File: config.mk
export PLATFORM = sky130hd
export DESIGN_NAME = branch_predictor_table
export DESIGN_NICKNAME = d
export VERILOG_FILES = /design/src/rtl/branch_predictor_table.sv
export SDC_FILE = /design/constraint.sdc
export NUM_CORES = 1
export LEC_CHECK = 0
export CAP_MARGIN = 20
export CORE_AREA = 8 8 115 117
export CTS_CLUSTER_SIZE = 24
export DETAILED_ROUTE_END_ITERATION = 16
export DIE_AREA = 0 0 123 125
export HOLD_SLACK_MARGIN = 0.05
export PLACE_DENSITY = 0.6
export SLEW_MARGIN = 20
export SYNTH_ARGS = -nofsm -noshare
export SYNTH_HDL_FRONTEND = slang
export SYNTH_SLANG_ARGS = --single-unit
File: constraint.sdc
create_clock -name clk_i -period 2.5 [get_ports clk_i]
set_clock_uncertainty 0.15 [all_clocks]
set_input_delay 0.5 -clock clk_i [delete_from_list [all_inputs] [get_ports clk_i]]
set_output_delay 0.5 -clock clk_i [all_outputs]
set_load 0.01 [all_outputs]
File: src/rtl/branch_predictor_table.sv
// PC-indexed table of saturating branch counters with misprediction statistics.
// Optional gshare indexing is enabled by defining BRANCH_PREDICTOR_GSHARE_EN.
module branch_predictor_table #(
  parameter int unsigned PC_W       = 32,
  parameter int unsigned INDEX_BITS = 4,
  parameter int unsigned CTR_BITS   = 2,
  parameter int unsigned HIST_BITS  = 4,
  parameter int unsigned CNT_W      = 16
) (
  input  logic                  clk_i,
  input  logic                  rst_i,
  input  logic [PC_W-1:0]       lookup_pc_i,
  output logic                  predict_o,
  output logic [INDEX_BITS-1:0] predict_idx_o,
  input  logic                  update_i,
  input  logic [INDEX_BITS-1:0] update_idx_i,
  input  logic                  result_i,
  input  logic                  update_pred_i,
  input  logic                  clear_stats_i,
  output logic [CNT_W-1:0]      branch_cnt_o,
  output logic [CNT_W-1:0]      mispredict_cnt_o
);

  localparam int unsigned ENTRIES = 1 << INDEX_BITS;
  localparam logic [CTR_BITS-1:0] CTR_INIT = CTR_BITS'((1 << (CTR_BITS - 1)) - 1);
  localparam logic [CTR_BITS-1:0] CTR_MAX  = '1;
  localparam logic [CNT_W-1:0]    CNT_MAX  = '1;

  logic [CTR_BITS-1:0]   table_q [ENTRIES];
  logic [INDEX_BITS-1:0] pc_idx;
  logic [INDEX_BITS-1:0] lookup_idx;
  logic [CTR_BITS-1:0]   upd_ctr;
  logic [CTR_BITS-1:0]   upd_ctr_next;
  logic                  unused_pc_bits;

  // Word-aligned PC bits select the entry; the rest of the PC is not part of the hash.
  assign pc_idx         = lookup_pc_i[INDEX_BITS+1:2];
  assign unused_pc_bits = ^{lookup_pc_i[PC_W-1:INDEX_BITS+2], lookup_pc_i[1:0]};

`ifdef BRANCH_PREDICTOR_GSHARE_EN
  logic [HIST_BITS-1:0] ghr_q;

  // History shifts only on resolved branches; lookups see the pre-update value.
  always_ff @(posedge clk_i or posedge rst_i) begin
    if (rst_i) begin
      ghr_q <= '0;
    end else if (update_i) begin
      ghr_q <= HIST_BITS'({ghr_q, result_i});
    end
  end

  assign lookup_idx = pc_idx ^ INDEX_BITS'(ghr_q);
`else
  assign lookup_idx = pc_idx;
`endif

  assign predict_idx_o = lookup_idx;
  assign predict_o     = table_q[lookup_idx][CTR_BITS-1];

  // Saturating increment/decrement of the entry being resolved.
  always_comb begin
    upd_ctr      = table_q[update_idx_i];
    upd_ctr_next = upd_ctr;
    if (result_i) begin
      if (upd_ctr != CTR_MAX) upd_ctr_next = upd_ctr + CTR_BITS'(1);
    end else begin
      if (upd_ctr != '0) upd_ctr_next = upd_ctr - CTR_BITS'(1);
    end
  end

  always_ff @(posedge clk_i or posedge rst_i) begin
    if (rst_i) begin
      for (int i = 0; i < int'(ENTRIES); i++) begin
        table_q[i] <= CTR_INIT;
      end
    end else if (update_i) begin
      table_q[update_idx_i] <= upd_ctr_next;
    end
  end

  // Statistics saturate at all-ones; clear wins over a same-cycle update.
  always_ff @(posedge clk_i or posedge rst_i) begin
    if (rst_i) begin
      branch_cnt_o     <= '0;
      mispredict_cnt_o <= '0;
    end else if (clear_stats_i) begin
      branch_cnt_o     <= '0;
      mispredict_cnt_o <= '0;
    end else if (update_i) begin
      if (branch_cnt_o != CNT_MAX) branch_cnt_o <= branch_cnt_o + CNT_W'(1);
      if ((update_pred_i != result_i) && (mispredict_cnt_o != CNT_MAX)) begin
        mispredict_cnt_o <= mispredict_cnt_o + CNT_W'(1);
      end
    end
  end

endmodule

**After elaboration in Yosys (flattened, before gate mapping)**

Cells that the tools add are included.
W data, S select, Z words.

- Memories kept: 0
- Register bits: 64
- Word-level logic and storage cells: 57
- Memory bits (read-only): 0
- Bits in latches: 0
- RAM bits: 0

- Bitwise operators: 2
- $add $sub $neg: 4
- Shift operators: 0
- Multipliers: 0
- Order comparisons: 3
- Equal/unequal tests: 4
- Reduce and logical (&&, ||, !) cells: 8
- Muxes and demuxes: 18
- Div/mod/pow operators: 0

Operators with widths:

| operator | count |
|---|---|
| $mux W16 | 6 |
| $add A16 B1 Y16 const B | 2 |
| $bwmux W32 | 1 |
| $ne A16 B16 Y1 const B | 2 |
| $bmux W2 S4 | 2 |
| $mux W2 | 8 |
| $ge A5 B5 Y1 const B | 2 |
| $not A4 Y5 | 2 |
| $demux W2 S4 | 1 |
| $reduce_bool A2 Y1 | 4 |
| $lt A5 B1 Y1 const B | 1 |
| $reduce_and A2 Y1 | 2 |
| $add A2 B1 Y2 const B | 1 |
| $logic_and A1 B1 Y1 | 2 |
| $ne A2 B2 Y1 const B | 1 |
| $sub A2 B1 Y2 const B | 1 |
| $ne A1 B1 Y1 | 1 |

**Depth between registers and ports, before layout**

Gate-level depths: netlist of run 1.

- Word-level depth: 8
- Gate-level depth with buffers: 7
- Gate-level depth less buffers: 6

**Worst setup path after synthesis of run 1**

Ideal clock, no wire load.

- Path type: input -> register
- From: input update_idx_i[0]
- To: register table_q[25] (netlist name)
- Required time: 2225 ps
- Path slack: 236 ps
- Stages on the path: 7
- Arrival: 1989 ps
- Path through: buf_6 > buf_6 > mux4_2 > mux2_4 > a21oi_4 > nor2_2 > mux2_4

- Word-level cells in the longest chain between the ends: 8
- Elaborated cells on any way between the ends: 17

Ends and longest elaborated chain:

| element | RTL line | source |
|---|---|---|
| start: declaration | 16 | `input logic [INDEX_BITS-1:0] update_idx_i,` |
| $not A4 Y5 (not written as such) * | 62, 77 |  |
| $bmux W2 S4 | 62 | `upd_ctr = table_q[update_idx_i];` |
| $mux W2 (not written as such) (2 in a row) | 62 |  |
| $sub A2 B1 Y2 (tied with other cells) | 67 | `if (upd_ctr != '0) upd_ctr_next = upd_ctr - CTR_BITS'(1);` |
| $mux W2, on equally long branches | 67, 65 |  |
| $mux W2 | 64 | `if (result_i) begin` |
| $bwmux W32 * | 77 | `table_q[update_idx_i] <= upd_ctr_next;` |
| end signal: indexed assignment | 77 |  |
| end: declaration | 29 | `logic [CTR_BITS-1:0] table_q [ENTRIES];` |

Every way passes the cells marked *; elsewhere a longest branch is shown, timed or not. The select of a mux whose other input is x is not followed.
A chain may end at the register's enable or synchronous reset.

**Worst setup path after layout of run 1**

- From: register table_q[1] (netlist name)
- To: output predict_o

- Word-level cells in the longest chain between the ends: 3

Ends and longest elaborated chain:

| element | RTL line | source |
|---|---|---|
| $bmux W2 S4 | 58 | `assign predict_o = table_q[lookup_idx][CTR_BITS-1];` |
| $mux W2 (not written as such) (2 in a row) | 58 |  |
| end: declaration | 13 | `output logic predict_o,` |

No other way between the ends. The select of a mux whose other input is x is not followed.

==> summary.md, run 1 <==
| Metric | Value |
|---|---|
| Power per Cell Area | 696 nW/um^2 |
| Vias in the first global route | roughly 2700 |
| Die area | ~15000 sq um |
| Worst r2r src | table_q[23] |
| Die height | approximately 130 um |
| Sequential-to-total area share from yosys stat | 0.467 |
| PortBufs | 50 |
| Global route overflow | 0 |
| Post-route setup slack | 52.0 ps |
| R2R cell count | 6 |
| Slew HR | 0.624 |
| Synth area leader | dfrtp_1 |
| Peak supply drop | between 0.0002 and 0.0003 V |
| Cells after synthesis | slightly above 300 |
| Post-Synthesis Net Count | 351 |
| Via count | approximately 2600 |
| Synth Area per Inst | 11.3 sq um |
| Leak | between 1.5 and 2 nW |
| Drt pass-1 iters | 4 |
| HP Class | primary input to asynchronous set/reset pin |
| #FFs+latches synth | 64 |
| Routed Wire Length | 8110 um |
| Beginning of the critical path | table_q[1] |
| Reg2Reg Setup Slack | around 390 ps |
| Tcrit/Tclk final | 0.979 |
| Remaining DRCs | 0 |
| Core area | 11600 sq um |
| Clock latency on the worst-skew pair | about 330 ps |
| Fin nets | 429 |
| Wire per inst | about 15 um |
| # setup viols final | 0 |
| Minimum clock period | between 2000 and 2500 ps |
| CTS buffer count | 9 |
| Initial antenna violation count | 0 |
| Initial Utilization | 0.299 |
| Die width | 123 um |
| Slew Limit Fails | 0 |
| Buffer type at the clock tree root | clkbuf_16 |
| H-tree Lvls | 3 |
| Worst-margin pin slew | roughly 550 ps |
| Largest net degree at the start of global routing | 37 |
| Initial DRC count | 65 |
| Vias per cell | around 4.9 |
| TNS Setup | 0 ps |
| Crit path kind | flip-flop to primary output |
| Leading cell types by total area after synthesis | dfrtp_1 (35%), dfstp_2 (12%), mux4_2 (8.4%), mux2_2 (8.1%), xnor2_1 (5.3%) |
| Post-DRT Antenna Nets | 0 |
| Final Hold Viols | 0 |
| R2R Path End | table_q[21] |
| Synth cell types | 47 |
| Async set-or-reset flop fraction in the synthesized netlist | 1.00 |
| Crit end category | primary output |
| Pre-CTS WS | -725 ps |
| Syn-to-layout area delta | 33.0% |
| Max_cap viols | 0 |
| Clock Pin Slew Worst Setup and Hold Paths | about 50 ps |
| Highest clock rate | a little over 0.4 GHz |
| Placer Congestion | about 0.75 |
| Clk buf depth | 2 |
| Worst Path Max Fanout | 3 |
| Status | finished, final reports clean |
| RSZ-0062 raised after global routing | no |
| Global Route Usage Sum | 0.111 |
| Most common cell after layout, fill and taps aside | dfrtp_1 |
| Most frequent cells in the layout | dfrtp_1 (48), nor2_1 (47), clkdlybuf4s50_1 (45), buf_4 (30), mux2_2 (25) |
| Hpwl dp | 5860 um |
| Ports | a little under 80 |
| Fin area | between 4000 and 5000 sq um |
| First-pass GRT wire length | 13700 um |
| Req. time, crit path | ~1900 ps |
| Synth warnings | 0 |
| Synth Flop Type | dfrtp_1 |
| Post-synthesis cell area | between 3000 and 4000 sq um |
| Hold_buf cts | 0 |
| N_diodes | 0 |
| CTS sink cnt | between 60 and 70 |
| Setup crit start kind | flip-flop |
| Placed Area | about 4300 sq um |
| Share of cells above drive strength 1 | 0.298 |
| CTS tree | yes |
| EDFF count, synth | 0 |
| Top cell type's share of synthesized area | 0.346 |
| Arrival @ worst endpoint | 1800 ps |
| # rows | 40 |
==> final cells by class <==
cell class	instances	area, sq um
multi-input cells	223	1750
flip-flops and latches	64	1620
well taps	147	184
repair buffers	83	771
clock buffers	15	278
inverters	4	15.0
fillers	1129	6990
==> stage by stage <==
stage / utilization / hold WS, ps / power, mW / instances
after floorplan: - / 299 / 1.80 / 307
after global placement: 0.369 / 317 / 2.00 / 516
after detailed placement: 0.369 / 322 / 2.03 / 516
after CTS: 0.394 / 331 / 3.24 / 532
after global routing: 0.398 / 352 / 3.38 / 536
final: 0.398 / 328 / 3.21 / 536
==> sequential cells by signal, indices dropped and copies added (netlist names) <==
name / count
mispredict_cnt_o: 16
table_q: 32
branch_cnt_o: 16
==> where the power goes <==
group / total, mW / switching (mW) / internal [mW]
Sequential: 1.37 / 0.101 / 1.27
Clock: 1.18 / 0.434 / 0.748
Combinational: 0.660 / 0.270 / 0.390
Total: 3.21 / 0.805 / 2.41
==> worst max-delay path by stage <==
stage,to,depth (start not counted)
6_report,predict_o,3
5_1_grt,predict_o,3
4_1_cts,predict_o,3
3_5_place_dp,predict_o,5
3_3_place_gp,predict_o,5
2_1_floorplan,table_q[25],7
==> layer usage <==
layer | share of wire | wire length [um] | track usage | up-vias
met3 | 0.059 | 476 | 0.0405 | 8
li1 | - | - | - | 1259
met2 | 0.46 | 3720 | 0.166 | 46
met5 | 0 | 0 | 0 | -
met4 | 0.014 | 110 | 0.0446 | 0
met1 | 0.47 | 3800 | 0.143 | 1293
==> cell usage after synthesis, types with 3 or more instances <==
cell type,n
xor2_1,4
nor2_1,47
clkbuf_1,7
mux4_2,13
mux2_2,25
inv_1,4
dfrtp_1,48
o31ai_1,6
nand3b_1,3
nor3_1,9
nor4_1,4
nand3_1,11
buf_4,5
a21oi_1,5
or3_1,4
nand4_1,6
nand2_1,19
dfstp_2,16
a2111oi_0,4
and4_1,3
mux2_4,5
xnor2_1,21
nand2b_1,4
mux2i_1,3
==> critical path, stage by stage, from the launching register on <==
cell	delay (ps)
dfrtp_1	380
mux4_2	460
mux4_2	490
buf_6	140
==> cell families after synthesis <==
logic type / synth area share
buffers and inverters: 0.0317
xor gates and xnor gates: 0.0630
adders and majority gates: 0.00720
muxes: 0.196
AOI/OAI and AO/OA: 0.0641
and+or+nand+nor: 0.171
DFF: 0.467
==> what timing repair did <==
action	4_1_cts	5_1_grt
setup buffers	1	4
pin swaps	0	0
gates resized for setup	14	2
setup endpoints to repair	28	15
Power figures use the tool's default switching activity.
==> run 2: changes to the inputs <==
CAP_MARGIN = unset   (was 20)
REMOVE_ABC_BUFFERS = 1   (was unset)
==> summary.md, run 2 (synthesis gave the netlist of run 1 again) <==
| Metric | Value |
|---|---|
| Max_cap viols | 0 |
| RSZ-0062 raised after global routing | yes |
| R2R Path End | table_q[16] |
| Reg2Reg Setup Slack | approximately 400 ps |
| Initial DRC count | 111 |
| Global Route Usage Sum | 0.112 |
| Status | finished, final reports clean |
| H-tree Lvls | 3 |
| Die height | around 130 um |
| Fin nets | between 400 and 500 |
| Met3 Routed Length | around 540 um |
| Slew Limit Fails | 0 |
| Hold EP | table_q[22] |
| # setup viols final | 0 |
| Worst Path Max Fanout | 3 |
| Highest clock rate | 0.411 GHz |
| PortBufs | 50 |
| Initial Utilization | 0.299 |
| CTS sink cnt | 64 |
| Worst Hold Path Cells | 2 |
| Final core utilization | 0.403 |
| Share of cells above drive strength 1 | 0.316 |
| Worst hold slack | 322 ps |
| Req. time, crit path | 1850 ps |
| CTS buffer count | 9 |
| Largest register FFs | 32 |
| Core area | ~12000 sq um |
| R2R cell count | 7 |
| Largest net degree at the start of global routing | 33 |
| Routed Wire Length | between 8000 and 9000 um |
| Minimum clock period | roughly 2400 ps |
| TNS Setup | 0 ps |
| HP Class | flip-flop to flip-flop |
| Arrival @ worst endpoint | 1790 ps |
| Via count | approximately 2600 |
| Initial antenna violation count | 0 |
| Global route overflow | 0 |
| Peak supply drop | slightly above 0.0003 V |
| CTS tree | yes |
| Placed cell count | between 500 and 600 |
| Final Hold Viols | 0 |
| Tcrit/Tclk final | 0.974 |
| Ports | 79 |
| First-pass GRT wire length | 13800 um |
| Remaining DRCs | 0 |
| Overall Power | around 3.3 mW |
| Hold_sp | table_q[22] |
| Largest registers | table_q x32, branch_cnt_o x16, mispredict_cnt_o x16 |
| Vias in the first global route | roughly 2700 |
| Top Metal Used | met4 |
| Leak | 1.87 nW |
| Wire per inst | between 15 and 20 um |
| Power per Cell Area | 699 nW/um^2 |
| Vias per cell | 4.87 |
| Largest register by flop count | table_q |
| # rows | 40 |
| Clock latency on the worst-skew pair | 320 ps |
| Die area | roughly 15000 sq um |
| Post-DRT Antenna Nets | 0 |
| Drt pass-1 iters | 4 |
| Worst r2r src | table_q[1] |
| Wire length on met2 | approximately 4000 um |
| Post-route insts no fill | 543 |
| Metal-1 WL | approximately 3600 um |
| Slew HR | 0.678 |
| Buffer type at the clock tree root | clkbuf_16 |
| Hpwl dp | 6010 um |
| N_diodes | 0 |
| Most frequent cells in the layout | dfrtp_1 (48), nor2_1 (47), clkdlybuf4s50_1 (46), buf_4 (37), mux2_2 (23) |
| Clk buf depth | 2 |
| Syn-to-layout area delta | 34.8% |
| Die width | ~120 um |
| Placer Congestion | between 0.7 and 0.8 |
| Most common cell after layout, fill and taps aside | dfrtp_1 |
| Setup crit start kind | flip-flop |
| Crit path kind | flip-flop to primary output |
| Clock Pin Slew Worst Setup and Hold Paths | roughly 50 ps |
| Worst-margin pin slew | a little under 500 ps |
| Crit end category | primary output |
==> run 2: cell count changes in the layout (fill, tap and decap cells not counted), moves of 2 or more <==
cell / previous run / this run
mux2_2: 25 / 23
buf_4: 30 / 37
clkinv_2: 0 / 3
buf_2: 0 / 2
clkbuf_8: 3 / 0
buf_6: 4 / 1
mux2_4: 5 / 7
==> run 2: critical path, cell delays in order (launching register included) <==
cell and delay, ps:
dfrtp_1 400, mux4_2 450, mux4_2 460, buf_2 150
==> run 2: area by class of cell <==
cell class                      instances  area, sq um
Multi-Input combinational cell        223         1780
Clock inverter                          4         45.0
Sequential cell                        64         1620
Fill cell                            1129         6930
Inverter                                4         15.0
Tap cell                              147          184
Timing Repair Buffer                   89          801
Clock buffer                           12          236
==> run 2: repair_timing <==
item	CTS	global route
hold buffers	0	0
resized for setup	11	9
setup endpoints to repair	7	26
pin swaps	0	1
setup buffers	4	2
==> run 2: how the worst max path moves through the flow <==
stage | from | to | slack (ps) | cells past startpoint
2_1_floorplan | rst_i | branch_cnt_o[0] | 280 | 1
3_3_place_gp | lookup_pc_i[2] | predict_o | -780 | 4
3_5_place_dp | lookup_pc_i[2] | predict_o | -790 | 4
4_1_cts | update_idx_i[0] | table_q[16] | 9 | 8
5_1_grt | result_i | mispredict_cnt_o[5] | -30 | 7
6_report | table_q[7] | predict_o | 60 | 3
==> run 2: metal layers <==
metal,track usage,vias to the layer above
met3,0.0333,11
met2,0.178,62
met1,0.140,1287
met4,0.0454,0
li1,-,1287
met5,0,-
==> run 2: report_power, final <==
group / switching, mW / leakage [nW] / internal (mW) / total, mW
Sequential: 0.0961 / 0.829 / 1.27 / 1.37
Combinational: 0.293 / 0.900 / 0.422 / 0.715
Clock: 0.424 / 0.140 / 0.766 / 1.19
==> run 2: per-stage QoR <==
step / instance area [sq um] / setup slack [ps]
after floorplan: 3380 / 278
after global placement: 4320 / -776
after detailed placement: 4320 / -787
after CTS: 4630 / 8.80
after global routing: 4680 / -25.8
final: 4680 / 64.0
==> variant 1, RTL diff (config.mk and constraints of run 1) <==
Set the parameter `CTR_BITS` to 3 (it was 2).
--- a/src/rtl/branch_predictor_table.sv
+++ b/src/rtl/branch_predictor_table.sv
@@ -3,7 +3,7 @@
 module branch_predictor_table #(
   parameter int unsigned PC_W       = 32,
   parameter int unsigned INDEX_BITS = 4,
-  parameter int unsigned CTR_BITS   = 2,
+  parameter int unsigned CTR_BITS   = 3,
   parameter int unsigned HIST_BITS  = 4,
   parameter int unsigned CNT_W      = 16
 ) (
Behaviour: not the same (a bounded check fails within 10 cycles, from zero or initial values and one cycle with rst_i high).
==> variant 1 against run 1 <==
The flow now finishes with violations (negative setup slack). Area after synthesis up 35%. Sequential cell count up 16. Via count up 56%. Combinational power rose to 4.3 times the old value. Setup slack worse by 340 ps. Largest power group is now combinational logic. Routed wire length up 69%. Design area up 54%. Total power up 95%. Non-clock buffer count up 61. Critical path depth up 8. Register-to-register slack worse by 680 ps.
==> variant 1: results (changes against run 1) <==
global_route:
  grt_pass1_wl_mm: 22.01  # +61%
  grt_usage_pct: 18.10  # +7.0 points
  grt_pass1_vias: 4211  # +58%
  grt_start_max_net_pins: 63  # +70%
run_status:
  violations: "negative setup slack"
  status: "complete, but fails checks"
critical_path:
  crit_arrival_ps: 2890  # +1090 ps
  r2r-end: "table_q[31]"
  worstSetupPathType: "reg -> reg"
  r2r_cells: 11  # +5
placement:
  place_ws_ps: -1118  # -392.7 ps
  dpl_cell_area_mm2: 0.005884  # +37%
  gp_congestion: 0.8251  # +9.4%
  dp.cells: 685  # +33%
  dp_hpwl_mm: 8.404  # +43%
power_and_ir_drop:
  ir_drop_uv: 1216  # +340%
  power_frac_seq_pct: 32.2  # -11 points
layout:
  nFillCells: 927  # -18%
  drive_above_1_share_pct: 43.40  # +14 points
  multi_input_area_mm2: 0.003045  # +74%
drt:
  drt_iter0_drc: 214  # +230%
synth:
  synth_nets: 501  # +43%
  yosysSeqAreaShare_pct: 43.39  # -3.3 points
  synth_mux_area_share_pct: 13.88  # -5.7 points
  synth-xor-area-share_pct: 5.211  # -1.1 points
  synth_common_cells: "nand2_1 (60), nor2_1 (52), dfrtp_1 (48)"
timing:
  setup_viol: 49  # +49
  layout_setup_ws_ps: -289.8  # -341.8 ps
==> variant 1: changes by cell type after synthesis, sizes merged, moves of 7 or more <==
cell,before,now
mux2,30,22
inv,4,14
o21ai,2,10
dfstp,16,32
nand2,19,60
clkbuf,7,15
buf,9,16
o31ai,6,29
mux2i,3,10
==> variant 1: how the worst min path moves through the flow <==
stage / slack (ps) / startpoint / endpoint / cells past startpoint
5_1_grt: 350 / rst_i / branch_cnt_o[0] / 2
3_3_place_gp: 310 / table_q[22] / table_q[22] / 2
2_1_floorplan: 300 / table_q[39] / table_q[39] / 2
4_1_cts: 330 / rst_i / branch_cnt_o[3] / 2
6_report: 330 / rst_i / branch_cnt_o[9] / 2
3_5_place_dp: 310 / table_q[46] / table_q[46] / 2
==> variant 1: final cells by class <==
class                      instances  area share, %
sequential                        80          28.73
clock buffer                       9          3.168
clock inverter                     7          1.355
inverter                          14         0.9329
multi-input combinational        329          42.84
tap                              147          2.588
timing repair buffer             144          20.38
==> variant 1: layer usage <==
metal  share of wire [%]  up-vias  GRT usage (%)
met4                 1.8        0          4.819
met5                   0        -              0
li1                    -     1895              -
met3                 5.0       16          5.581
met1                  43     2071          22.81
met2                  51       88          29.31
==> variant 1: critical path: stages, from the launching register on <==
cell     delay (ps)
dfstp_2         540
mux2i_1          90
mux4_2          490
nand2_2         120
nand2_4          80
ha_4            180
ha_4            150
or2_4           230
o21ai_4         140
a31oi_4          80
buf_12          180
o31ai_4         260
==> variant 1: timing repair <==
item | CTS | global route
setup buffers | 24 | 3
resized for setup | 93 | 37
gates cloned | 6 | 0
setup endpoints to repair | 49 | 50
hold endpoints to repair | 0 | 0
pin swaps | 33 | 16
==> variant 2, RTL diff (config.mk and constraints of run 1) <==
Made on the original files. Add an input register stage for `lookup_pc_i`, `update_idx_i`, `update_pred_i` and `clear_stats_i`, cleared by the reset; this delays them by one clock. The other inputs are not delayed to match.
--- a/src/rtl/branch_predictor_table.sv
+++ b/src/rtl/branch_predictor_table.sv
@@ -26,6 +26,25 @@
   localparam logic [CTR_BITS-1:0] CTR_MAX  = '1;
   localparam logic [CNT_W-1:0]    CNT_MAX  = '1;
 
+  logic [PC_W-1:0] lookup_pc_q;
+  logic [INDEX_BITS-1:0] update_idx_q;
+  logic update_pred_q;
+  logic clear_stats_q;
+
+  always_ff @(posedge clk_i or posedge rst_i) begin
+    if (rst_i) begin
+      lookup_pc_q   <= '0;
+      update_idx_q  <= '0;
+      update_pred_q <= '0;
+      clear_stats_q <= '0;
+    end else begin
+      lookup_pc_q   <= lookup_pc_i;
+      update_idx_q  <= update_idx_i;
+      update_pred_q <= update_pred_i;
+      clear_stats_q <= clear_stats_i;
+    end
+  end
+
   logic [CTR_BITS-1:0]   table_q [ENTRIES];
   logic [INDEX_BITS-1:0] pc_idx;
   logic [INDEX_BITS-1:0] lookup_idx;
@@ -34,8 +53,8 @@
   logic                  unused_pc_bits;
 
   // Word-aligned PC bits select the entry; the rest of the PC is not part of the hash.
-  assign pc_idx         = lookup_pc_i[INDEX_BITS+1:2];
-  assign unused_pc_bits = ^{lookup_pc_i[PC_W-1:INDEX_BITS+2], lookup_pc_i[1:0]};
+  assign pc_idx         = lookup_pc_q[INDEX_BITS+1:2];
+  assign unused_pc_bits = ^{lookup_pc_q[PC_W-1:INDEX_BITS+2], lookup_pc_q[1:0]};
 
 `ifdef BRANCH_PREDICTOR_GSHARE_EN
   logic [HIST_BITS-1:0] ghr_q;
@@ -59,7 +78,7 @@
 
   // Saturating increment/decrement of the entry being resolved.
   always_comb begin
-    upd_ctr      = table_q[update_idx_i];
+    upd_ctr      = table_q[update_idx_q];
     upd_ctr_next = upd_ctr;
     if (result_i) begin
       if (upd_ctr != CTR_MAX) upd_ctr_next = upd_ctr + CTR_BITS'(1);
@@ -74,7 +93,7 @@
         table_q[i] <= CTR_INIT;
       end
     end else if (update_i) begin
-      table_q[update_idx_i] <= upd_ctr_next;
+      table_q[update_idx_q] <= upd_ctr_next;
     end
   end
 
@@ -83,12 +102,12 @@
     if (rst_i) begin
       branch_cnt_o     <= '0;
       mispredict_cnt_o <= '0;
-    end else if (clear_stats_i) begin
+    end else if (clear_stats_q) begin
       branch_cnt_o     <= '0;
       mispredict_cnt_o <= '0;
     end else if (update_i) begin
       if (branch_cnt_o != CNT_MAX) branch_cnt_o <= branch_cnt_o + CNT_W'(1);
-      if ((update_pred_i != result_i) && (mispredict_cnt_o != CNT_MAX)) begin
+      if ((update_pred_q != result_i) && (mispredict_cnt_o != CNT_MAX)) begin
         mispredict_cnt_o <= mispredict_cnt_o + CNT_W'(1);
       end
     end
Check against the original RTL: not equivalent (a bounded check fails within 4 cycles, from zero or initial values and one cycle with rst_i high).
==> variant 2 against run 1 <==
Routed wire length rose by 13%. Largest cell class unchanged. Setup slack got worse by 95 ps. Total power rose by 12%. Core utilization rose by 3.9 points. Highest routed layer unchanged. Sequential cell count rose by 10. First-iteration DRC count rose by 20%. The flow now finishes with violations (negative setup slack). Design area rose by 9.7%. Fmax fell by 3.7%. Area after synthesis rose by 12%.
==> variant 2: results (changes against run 1) <==
drt:
  wl_met3_um: 350  # -26%
  wl_met1_mm: 4.320  # +14%
  vias_per_cell: 5.092  # +4.7%
  dr_wl_met2_mm: 4.316  # +16%
  totalWireLength_mm: 9.173  # +13%
  drt_iter0_drc: 78  # +20%
timing:
  setup_viol: 1  # +1
  hold_ws_ps: 331.1  # +3.342 ps
  fin_tns_setup_ps: -43.27  # -43.27 ps
  layout_setup_ws_ps: -43.27  # -95.28 ps
critical_path:
  critPathMaxFanout: 5  # +2
  r2r-end: "table_q[9]"
  slowest_delay_ps: 510  # +20 ps
  regToRegStartpoint: "update_idx_q[1]"
  r2r_cells: 5  # -1
  r2r_slack_ps: 180  # -210 ps
layout:
  nets: 468  # +9.1%
  drive_above_1_share_pct: 26.11  # -3.7 points
global_route:
  grt_use_met3_pct: 3.420  # -0.63 points
  grt_usage_pct: 12.85  # +1.7 points
  grt_pass1_vias: 3069  # +15%
  grt_start_max_net_pins: 36  # -2.7%
  met1_usage_pct: 16.07  # +1.8 points
  grt_pass1_wl_mm: 15.64  # +14%
synth:
  synth_compound_area_share_pct: 7.477  # +1.1 points
  synth_common_cells: "dfrtp_1 (58), nor2_1 (42), mux2_2 (30)"
  ys_types: 49  # +4.3%
  synth_nets: 388  # +11%
  synthAdderAreaFrac_pct: 0.6445  # -0.076 points
  synth-xor-area-share_pct: 5.414  # -0.89 points
  netlist_top_cells_area: "dfrtp_1 (37%), dfstp_2 (11%), mux2_2 (8.7%)"
  yosysSeqAreaShare_pct: 48.21  # +1.5 points
power_and_ir_drop:
  powerClk_mw: 1.30  # +10%
  ir_drop_uv: 304.9  # +12%
  comb_power_mw: 0.718  # +8.8%
  leakage_nw: 2.017  # +10%
run_status:
  status: "complete, but fails checks"
  violations: "negative setup slack"
cts:
  postCtsResizedCells: 5  # -9
placement:
  dp.cells: 559  # +8.3%
  gp_congestion: 0.8203  # +8.8%
  dpl_cell_area_mm2: 0.004752  # +11%
[variant 2: cell type report]
class / instances / area, µm² / share of cell area (%)
Clock buffer: 15 / 297.8 / 5.878
Sequential cell: 74 / 1874 / 37.00
Multi-Input combinational cell: 249 / 1919 / 37.89
Timing Repair Buffer: 78 / 737.0 / 14.55
Clock inverter: 1 / 5.005 / 0.09879
Inverter: 12 / 48.80 / 0.9632
Tap cell: 147 / 183.9 / 3.631
[variant 2: how the worst max path moves through the flow]
| stage | from | endpoint | slack (ps) | cells past startpoint |
|---|---|---|---|---|
| global placement | lookup_pc_q[2] | predict_o | -110 | 3 |
| CTS | lookup_pc_q[2] | predict_o | -60 | 3 |
| floorplan | lookup_pc_q[2] | predict_o | 330 | 2 |
| detailed placement | lookup_pc_q[2] | predict_o | -120 | 3 |
| finish | lookup_pc_q[2] | predict_o | -40 | 3 |
| global route | lookup_pc_q[2] | predict_o | -110 | 3 |
